File: config.mk
export PLATFORM = sky130hd
export DESIGN_NAME = fetch_pc_unit
export DESIGN_NICKNAME = d
export VERILOG_FILES = /design/src/rtl/fetch_pc_unit.sv
export SDC_FILE = /design/constraint.sdc
export NUM_CORES = 1
export LEC_CHECK = 0
export ABC_AREA = 1
export BUFFER_PORTS_ARGS = -buffer_cell sky130_fd_sc_hd__buf_2
export CORE_MARGIN = 2
export CORE_UTILIZATION = 55
export DETAILED_ROUTE_END_ITERATION = 8
export PLACE_DENSITY = 0.84
export SETUP_SLACK_MARGIN = 0.4
export SYNTH_ARGS = -nofsm -noshare
export SYNTH_HDL_FRONTEND = slang
export SYNTH_SLANG_ARGS = --single-unit
File: constraint.sdc
create_clock -name clk -period 3.15 [get_ports clk]
set_clock_uncertainty 0.15 [all_clocks]
set_input_delay 0.315 -clock clk [delete_from_list [all_inputs] [get_ports clk]]
set_output_delay 0.315 -clock clk [all_outputs]
set_load 0.05 [all_outputs]
File: src/rtl/fetch_pc_unit.sv
// Instruction-fetch stage: word-addressed PC, synchronous-read BRAM addressing,
// IF/ID pipeline register with bubble insertion, and fetch/redirect counters.
module fetch_pc_unit #(
   parameter logic [31:0] RESET_PC  = 32'h0000_0000,
   parameter int          ADDR_W    = 12,
   parameter logic [31:0] NOP_INSTR = 32'h0000_0013
) (
   input  logic              clk,
   input  logic              rst,
   input  logic              stall_F,
   input  logic              stall_D,
   input  logic              flush_D,
   input  logic              PC_src_D,
   input  logic [31:0]       PC_Target_D,
   output logic [ADDR_W-1:0] imem_addr,
   input  logic [31:0]       imem_rdata,
   output logic [31:0]       PC_F,
   output logic [31:0]       PC_D,
   output logic [31:0]       instr_D,
   output logic              valid_D,
   output logic [31:0]       fetch_count,
   output logic [31:0]       redirect_count
);

   logic [31:0] pc_f_p0;
   logic [31:0] next_pc;
   logic [31:0] pc_d_p1;
   logic [31:0] instr_d_p1;
   logic        vld_p1;
   logic [31:0] fetch_cnt;
   logic [31:0] redirect_cnt;
   logic        redirect_acc;
   logic        bubble_d;
   logic        load_d;

   function automatic logic [31:0] pc_inc(input logic [31:0] pc);
      return pc + 32'd1;
   endfunction

   function automatic logic [31:0] cnt_inc(input logic [31:0] cnt);
      return cnt + 32'd1;
   endfunction

   // Decode operands are not final while decode is stalled, so the redirect waits.
   assign redirect_acc = PC_src_D & ~stall_D;

   always_comb begin
      next_pc = pc_inc(pc_f_p0);
      if (rst)
         next_pc = RESET_PC;
      else if (redirect_acc)
         next_pc = PC_Target_D;
      else if (stall_F)
         next_pc = pc_f_p0;
   end

   // Addressing the BRAM with next_pc makes imem_rdata line up with PC_F.
   assign imem_addr = next_pc[ADDR_W-1:0];

   always_comb begin
      bubble_d = 1'b0;
      load_d   = 1'b0;
      if (redirect_acc || flush_D)
         bubble_d = 1'b1;
      else if (stall_D)
         bubble_d = 1'b0;
      else if (stall_F)
         bubble_d = 1'b1;
      else
         load_d = 1'b1;
   end

   // Stage p0: program counter
   always_ff @(posedge clk) begin
      pc_f_p0 <= next_pc;
   end

   // Stage p1: IF/ID register
   always_ff @(posedge clk) begin
      if (rst) begin
         pc_d_p1    <= 32'd0;
         instr_d_p1 <= NOP_INSTR;
         vld_p1     <= 1'b0;
      end else if (bubble_d) begin
         pc_d_p1    <= pc_f_p0;
         instr_d_p1 <= NOP_INSTR;
         vld_p1     <= 1'b0;
      end else if (load_d) begin
         pc_d_p1    <= pc_f_p0;
         instr_d_p1 <= imem_rdata;
         vld_p1     <= 1'b1;
      end
   end

   always_ff @(posedge clk) begin
      if (rst) begin
         fetch_cnt    <= 32'd0;
         redirect_cnt <= 32'd0;
      end else begin
         if (load_d)
            fetch_cnt <= cnt_inc(fetch_cnt);
         if (redirect_acc)
            redirect_cnt <= cnt_inc(redirect_cnt);
      end
   end

   assign PC_F           = pc_f_p0;
   assign PC_D           = pc_d_p1;
   assign instr_D        = instr_d_p1;
   assign valid_D        = vld_p1;
   assign fetch_count    = fetch_cnt;
   assign redirect_count = redirect_cnt;

endmodule

==> out/qor.csv, run 1 <==
stage,metric,value,unit
worst_setup_path,critical-path cell list,ha_1 -> nand2_1 -> nor2_4 -> nand2_1 -> inv_1 -> nand3_1 -> nand3_1 -> o211ai_1 -> inv_1 -> clkbuf_4,
placement,total placed cells including tap cells,1671,
pwr,switching share of power,0.290,
pwr,share of power burned in the clock network,0.406,
worst_setup_path,cell family contributing the most delay on the critical path,simple AND/OR/NAND/NOR gates,
hold_path,Tightest Hold Check Type,input port to flip-flop,
pwr,Gate power share,0.136,
cts,Inserted Clock Buffers,17,
final_layout,synthesis-to-layout area growth,27.4,%
logic_synthesis,post-synthesis register bit count,161,
timing,unrepaired setup endpoints after global routing,false,
placement,Port-buffer cells,242,
timing,actual transition at the worst max-transition pin,0.790,ns
final_layout,flip-flop and latch area,3220,µm²
worst_setup_path,crit path kind,flip-flop to primary output,
logic_synthesis,asr flop ratio synth,0,
final_layout,share of the core filled with cells in the final layout,0.714,
logic_synthesis,top_reg_cell synth,sky130_fd_sc_hd__dfxtp_1,
cts,deepest level of the CTS H-tree,4,
worst_setup_path,worst endpoint data arrival time,2.14,ns
global_route,maximum number of pins on one net before global-route repair,65,
logic_synthesis,most area-hungry cell type in the Yosys netlist,sky130_fd_sc_hd__dfxtp_1,
logic_synthesis,Post-synth EDFFs,0,
detailed_routing,vias after detailed routing,9174,
pwr,pwr/cell area,455,nW/µm²
cts,count of clock tree sinks,161,
detailed_routing,DRC viols,0,
logic_synthesis,net count after synthesis,1353,
timing,count of endpoints failing setup in the final report,0,
detailed_routing,average vias per placed instance,5.28,
logic_synthesis,sequential area share after synthesis,0.397,
pwr,sequential fraction of design power,0.457,
pwr,Total Power,4700,µW
final_layout,"Cell Count, Final, Fillers Out",1739,
detailed_routing,Pre-antenna DRT Iters,6,
final_layout,Multi-input gate area,4210,µm²
floorplanning,Die X-Extent,126,µm
timing,Total Negative Setup Slacks,0,ns
logic_synthesis,gate count after technology mapping,1280,
pwr,Static Leak,0.00445,µW
logic_synthesis,area share of the largest cell type after synthesis,0.397,
worst_setup_path,biggest fanout along the worst timing path,6,
logic_synthesis,main combinational cell family by area after synthesis,simple AND/OR/NAND/NOR gates,
logic_synthesis,fraction of synthesized cell area in xor and xnor cells,0.0129,
timing,max-slew violation count,0,
detailed_routing,Metal-1 WL,10200,µm
detailed_routing,routed length on met2,11600,µm
floorplanning,effective utilization at floorplan,0.561,
logic_synthesis,mean area per synthesized cell,6.34,µm²
detailed_routing,routed len/inst,14.2,µm
pwr,internal cell power,3340,µW
logic_synthesis,multiplexer area fraction after synthesis,0,
global_route,remaining global-route overflow,0,
cts,"Setup Fix Bufs, Post-CTS",0,
cts,clock edge transition at the registers on the reported setup and hold paths,0.06,ns
cts,TritonCTS clock tree,built,
logic_synthesis,cell types with the largest area share after synthesis,"sky130_fd_sc_hd__dfxtp_1 40%, sky130_fd_sc_hd__nand2_1 18%, sky130_fd_sc_hd__nor2_1 8.2%",
logic_synthesis,compound-cell area share of the yosys netlist,0.138,
floorplanning,Die Ht,126,µm
cts,clock root cell,sky130_fd_sc_hd__clkbuf_16,
timing,final hold slack,0.00635,ns
logic_synthesis,number of warnings issued by yosys,0,
cts,maximum clock insertion buffer count,2,
run,max-cap violations,0,
outcome,result of the run,finished clean,
timing,final hold violations,0,
worst_setup_path,Setup crit start kind,flip-flop,
worst_setup_path,data required time of the worst path,2.68,ns
placement,routability cong.,0.926,
logic_synthesis,"area fraction in and, or, nand and nor cells after synthesis",0.359,
timing,part of the cycle the worst path needs,0.826,
timing,worst max-slew margin expressed relative to the limit,0.473,
worst_setup_path,Critical Path Slowest Stage Cell,sky130_fd_sc_hd__dfxtp_1,
global_route,via count of the first global-routing pass,8663,
detailed_routing,top metal layer carrying routed signals,met4,
floorplanning,die area,15800,µm²
detailed_routing,number of DRC markers in iteration 0,922,
global_route,initial antenna violation count,1,
timing,minimum period implied by the final worst setup slack,2.60,ns
cts,source-to-sink clock delay at the later pin of the worst-skew pair,0.43,ns
floorplanning,count of boundary I/O pins,243,
detailed_routing,Total Routed Length,24700,µm
pwr,net switching power of the design,1360,µW
worst_setup_path,delay of the slowest cell on the worst path,0.43,ns
detailed_routing,post-route antenna net violation count,0,
worst_setup_path,category of the worst setup path capture point,primary output,
placement,hpwl dp,17200,µm
logic_synthesis,Post-Synthesis Cell Area,8120,µm²
logic_synthesis,Unique masters post-synth,36,
global_route,first-pass GRT wire length,40800,µm
detailed_routing,met3 WL,1770,µm
floorplanning,standard-cell row count,44,
final_layout,# nets final,1615,
timing,Max Clock Freq,0.384,GHz
pwr,worst-case vdd ir drop,0.389,mV
final_layout,ratio of cells with drive above 1 in the final layout,0.201,
floorplanning,core area,14500,µm²
global_route,global-route usage over all layers,0.314,
final_layout,filler cell count in the final layout,1189,
worst_setup_path,CP Buf/Inv Count,3,
logic_synthesis,adder-cell area share of the yosys netlist,0.00462,
flip-flops by register name, indices dropped and copies added (netlist names):
signal / count
fetch_count: 32
PC_D: 32
instr_D: 32
valid_D: 1
redirect_count: 32
PC_F: 32
final cells by class:
type / instances / share of cell area
inverter: 137 / 0.0497
sequential: 161 / 0.312
tap: 184 / 0.0223
clock inverter: 12 / 0.00919
antenna: 1 / 0.000242
clock buffer: 19 / 0.0418
timing repair buffer: 286 / 0.158
multi-input combinational: 939 / 0.407
cell usage after synthesis (all sizes together) (3+ instances only):
| cell type | instances |
|---|---|
| nand2 | 404 |
| nor2 | 190 |
| dfxtp | 161 |
| inv | 136 |
| a21oi | 123 |
| nand3 | 87 |
| o21ai | 79 |
| clkbuf | 25 |
| buf | 18 |
| xor2 | 12 |
| nand4 | 9 |
| nor3 | 9 |
| o211ai | 9 |
| ha | 3 |
per-stage QoR:
step	cell area, µm²	worst slack (ns)
final	10300	0.547
after global routing	10300	0.395
after CTS	10300	0.412
after detailed placement	9420	0.631
after global placement	9420	0.696
after floorplan	8120	0.552
tightest hold or removal path: cells and delay by family:
kind | cells | cell delay [ns]
buffers and inverters | 1 | 0.11
and+or+nand+nor | 1 | 0.06
AOI/OAI and AO/OA | 1 | 0.06
power groups by stage:
stage | registers (µW) | logic, µW | clock network, µW
after floorplan | 2390 | 229 | 0
after global placement | 2190 | 592 | 0
after detailed placement | 2190 | 599 | 0
after CTS | 2150 | 636 | 1920
after global routing | 2160 | 689 | 2020
final | 2150 | 642 | 1910
worst paths after layout:
check	startpoint	to	slack, ns	cells past startpoint
min reg2reg	instr_D[8]	instr_D[8]	0.31	2
max reg2reg	PC_F[0]	PC_F[24]	1.01	9
min	imem_rdata[13]	instr_D[13]	0.006	3
max	PC_F[0]	imem_addr[10]	0.55	10
logic make-up after synthesis:
family                     count (synthesis)
and+or+nand+nor                          707
buffers and inverters                    180
AOI/OAI and AO/OA                        217
adders and majority gates                  3
DFF                                      161
xor gates and xnor gates                  12
placed cells by master, fill, tap and decap left out, types with 2 or more instances in the layout:
master,synthesis,layout
sky130_fd_sc_hd__nor3_4,2,2
sky130_fd_sc_hd__nor2_4,1,4
sky130_fd_sc_hd__clkinvlp_4,0,4
sky130_fd_sc_hd__nand3_1,84,84
sky130_fd_sc_hd__dfxtp_1,161,161
sky130_fd_sc_hd__nand3_2,3,3
sky130_fd_sc_hd__nand2_1,400,400
sky130_fd_sc_hd__a21oi_1,123,122
sky130_fd_sc_hd__and2_1,2,2
sky130_fd_sc_hd__o211ai_1,9,9
sky130_fd_sc_hd__nor3_1,7,7
sky130_fd_sc_hd__a211oi_1,2,2
sky130_fd_sc_hd__clkbuf_16,0,17
sky130_fd_sc_hd__ha_1,3,3
sky130_fd_sc_hd__clkbuf_4,0,3
sky130_fd_sc_hd__buf_2,12,239
sky130_fd_sc_hd__and3_1,2,2
sky130_fd_sc_hd__buf_4,3,8
sky130_fd_sc_hd__clkbuf_1,25,2
sky130_fd_sc_hd__inv_1,132,132
sky130_fd_sc_hd__clkinv_2,0,7
sky130_fd_sc_hd__nor3b_1,2,2
sky130_fd_sc_hd__nand4_1,8,8
sky130_fd_sc_hd__inv_2,4,5
sky130_fd_sc_hd__xor2_1,12,12
sky130_fd_sc_hd__nor2_2,11,12
sky130_fd_sc_hd__nor2_1,178,174
sky130_fd_sc_hd__o21ai_0,78,78
sky130_fd_sc_hd__o21a_1,2,2
sky130_fd_sc_hd__nand2_2,3,3
sky130_fd_sc_hd__dlygate4sd3_1,0,36
metal layers:
layer / global-route usage / vias to the layer above
met2: 0.512 / 412
met5: 0 / -
met4: 0.169 / 0
li1: - / 4586
met3: 0.0689 / 96
met1: 0.387 / 4080
what timing repair did:
item | CTS | global route
resized for setup | 2 | 8
setup endpoints to repair | 2 | 5
endpoints found under the hold margin | 35 | 1
hold buffers | 35 | 1
(Power assumes the default switching activity.)
==> run 2, diff against run 1 <==
CORE_UTILIZATION = 47   (was 55)
PLACE_DENSITY = 0.77   (was 0.84)
clock period = 2.3 ns   (was 3.15 ns; I/O delays follow)
==> run 2 against run 1 <==
Effect of this change: non-clock buffer count is 46 higher; register-to-register slack worse by 0.83 ns; power is 49% higher; hold slack better by 0.0062 ns; critical endpoint is now imem_addr[5].
==> out/qor.csv, run 2 (synthesis gave the netlist of run 1 again) <==
stage,metric,value,unit
cts,Inserted Clock Buffers,17,
hold_path,Tightest Hold Check Type,input port to flip-flop,
final_layout,"Cell Count, Final, Fillers Out",1827,
timing,final hold slack,0.0125,ns
final_layout,"commonest cells after routing, fill and taps aside","390 x sky130_fd_sc_hd__nand2_1, 230 x sky130_fd_sc_hd__buf_2, 161 x sky130_fd_sc_hd__nor2_1",
floorplanning,standard-cell row count,48,
detailed_routing,Metal-1 WL,11100,µm
global_route,initial antenna violation count,0,
detailed_routing,vias after detailed routing,9507,
cts,clock root cell,sky130_fd_sc_hd__clkbuf_16,
detailed_routing,post-route antenna net violation count,0,
timing,actual transition at the worst max-transition pin,0.693,ns
floorplanning,core area,17100,µm²
global_route,via count of the first global-routing pass,8467,
detailed_routing,routed len/inst,14.7,µm
pwr,Static Leak,0.00483,µW
floorplanning,Die Ht,135,µm
run,max-cap violations,0,
floorplanning,count of boundary I/O pins,243,
detailed_routing,routed length on met2,12900,µm
timing,count of endpoints failing setup in the final report,0,
floorplanning,effective utilization at floorplan,0.474,
worst_setup_path,reg-to-reg critical path endpoint,PC_F[23],
placement,Port-buffer cells,242,
global_route,first-pass GRT wire length,41500,µm
cts,clock edge transition at the registers on the reported setup and hold paths,0.07,ns
cts,deepest level of the CTS H-tree,4,
worst_setup_path,Setup crit start kind,flip-flop,
final_layout,ratio of cells with drive above 1 in the final layout,0.255,
worst_setup_path,category of the worst setup path capture point,primary output,
placement,worst slack at placement,0.277,ns
final_layout,# nets final,1661,
worst_setup_path,number of cells on the worst reg-to-reg path,16,
cts,maximum clock insertion buffer count,2,
hold_path,Hold EP,PC_F[17],
detailed_routing,DRC viols,0,
final_layout,"most common cell after layout, fill and taps aside",sky130_fd_sc_hd__nand2_1,
timing,worst max-slew margin expressed relative to the limit,0.538,
hold_path,worst hold path startpoint,PC_Target_D[17],
detailed_routing,Pre-antenna DRT Iters,8,
detailed_routing,number of DRC markers in iteration 0,744,
detailed_routing,met3 WL,2050,µm
outcome,result of the run,finished clean,
hold_path,instance count along the most critical hold path,5,
timing,part of the cycle the worst path needs,0.984,
worst_setup_path,crit path kind,flip-flop to primary output,
final_layout,synthesis-to-layout area growth,38.9,%
worst_setup_path,worst endpoint data arrival time,1.88,ns
cts,count of clock tree sinks,161,
global_route,remaining global-route overflow,0,
detailed_routing,top metal layer carrying routed signals,met4,
timing,minimum period implied by the final worst setup slack,2.26,ns
timing,final setup margin,0.0367,ns
detailed_routing,Total Routed Length,26900,µm
cts,source-to-sink clock delay at the later pin of the worst-skew pair,0.44,ns
global_route,global-route usage over all layers,0.282,
floorplanning,Die X-Extent,135,µm
placement,routability cong.,0.927,
pwr,pwr/cell area,622,nW/µm²
timing,unrepaired setup endpoints after global routing,true,
worst_setup_path,biggest fanout along the worst timing path,5,
worst_setup_path,R2R setup slack,0.18,ns
floorplanning,die area,18300,µm²
cts,TritonCTS clock tree,built,
pwr,worst-case vdd ir drop,0.507,mV
worst_setup_path,data required time of the worst path,1.92,ns
timing,max-slew violation count,0,
worst_setup_path,FF-to-FF Start,PC_F[6],
placement,hpwl dp,17900,µm
timing,final hold violations,0,
timing,Max Clock Freq,0.442,GHz
detailed_routing,average vias per placed instance,5.20,
placement,total placed cells including tap cells,1719,
global_route,maximum number of pins on one net before global-route repair,58,
==> run 2: cell count changes in the layout (fill, tap and decap cells not counted), moves of 6 or more <==
cell	before	now
sky130_fd_sc_hd__dfxtp_2	0	8
sky130_fd_sc_hd__dlygate4sd3_1	36	43
sky130_fd_sc_hd__buf_2	239	230
sky130_fd_sc_hd__nand2_1	400	390
sky130_fd_sc_hd__nand2_2	3	9
sky130_fd_sc_hd__nor2_4	4	13
sky130_fd_sc_hd__buf_4	8	31
sky130_fd_sc_hd__buf_6	0	24
sky130_fd_sc_hd__dfxtp_1	161	142
sky130_fd_sc_hd__nor2_1	174	161
sky130_fd_sc_hd__inv_1	132	126
sky130_fd_sc_hd__dfxtp_4	0	11
==> run 2: repair_timing <==
item / 4_1_cts / 5_1_grt
pin swaps: 6 / 24
setup buffers: 25 / 7
endpoints found under the setup margin: 14 / 38
hold buffers: 43 / 0
gates resized for setup: 50 / 53
hold endpoints to repair: 43 / 0
==> run 2: how the worst max path moves through the flow <==
stage,startpoint,end,slack (ns),cells after the start
after global placement,PC_F[0],imem_addr[10],0.33,10
final,PC_F[1],imem_addr[5],0.04,8
after floorplan,PC_F[4],imem_addr[11],0.40,9
after global routing,PC_F[1],imem_addr[10],-0.006,9
after CTS,PC_F[4],imem_addr[9],0.12,9
after detailed placement,PC_F[3],imem_addr[11],0.28,9
==> run 2: report_power, final <==
group	leakage (µW)	switching [µW]	internal (µW)
sequential	0.00132	80.5	2870
combinational	0.00321	689	315
clock	0.000301	1180	1880
==> run 2: routing by layer <==
layer | track usage | up-vias
met3 | 0.0632 | 83
met2 | 0.468 | 454
met5 | 0 | -
met1 | 0.354 | 4273
met4 | 0.114 | 0
li1 | - | 4697
==> run 2: layout make-up <==
type | instances | area [µm²]
Clock inverter | 9 | 155
Sequential cell | 161 | 3270
Multi-Input combinational cell | 939 | 4420
Inverter | 137 | 518
Fill cell | 1467 | 5840
Antenna cell | 1 | 2.50
Tap cell | 225 | 282
Clock buffer | 23 | 468
Timing Repair Buffer | 332 | 2150
==> run 2: metrics by stage <==
stage	instance area (µm²)	setup TNS, ns	total power, µW	utilization
after floorplan	8190	0	3590	-
after global placement	9620	0	3840	0.562
after detailed placement	9620	0	3840	0.562
after CTS	11000	0	6960	0.644
after global routing	11300	-0.00572	7210	0.658
final	11300	0	7010	0.659
==> run 2: worst max-delay path: stages, from the launching register on <==
cell and delay (ns):
sky130_fd_sc_hd__dfxtp_4 0.38, sky130_fd_sc_hd__nand3_2 0.11, sky130_fd_sc_hd__nor2_4 0.18, sky130_fd_sc_hd__inv_1 0.08, sky130_fd_sc_hd__o21ai_1 0.17, sky130_fd_sc_hd__nand3_1 0.13
sky130_fd_sc_hd__o211ai_1 0.14, sky130_fd_sc_hd__inv_1 0.10, sky130_fd_sc_hd__buf_6 0.16
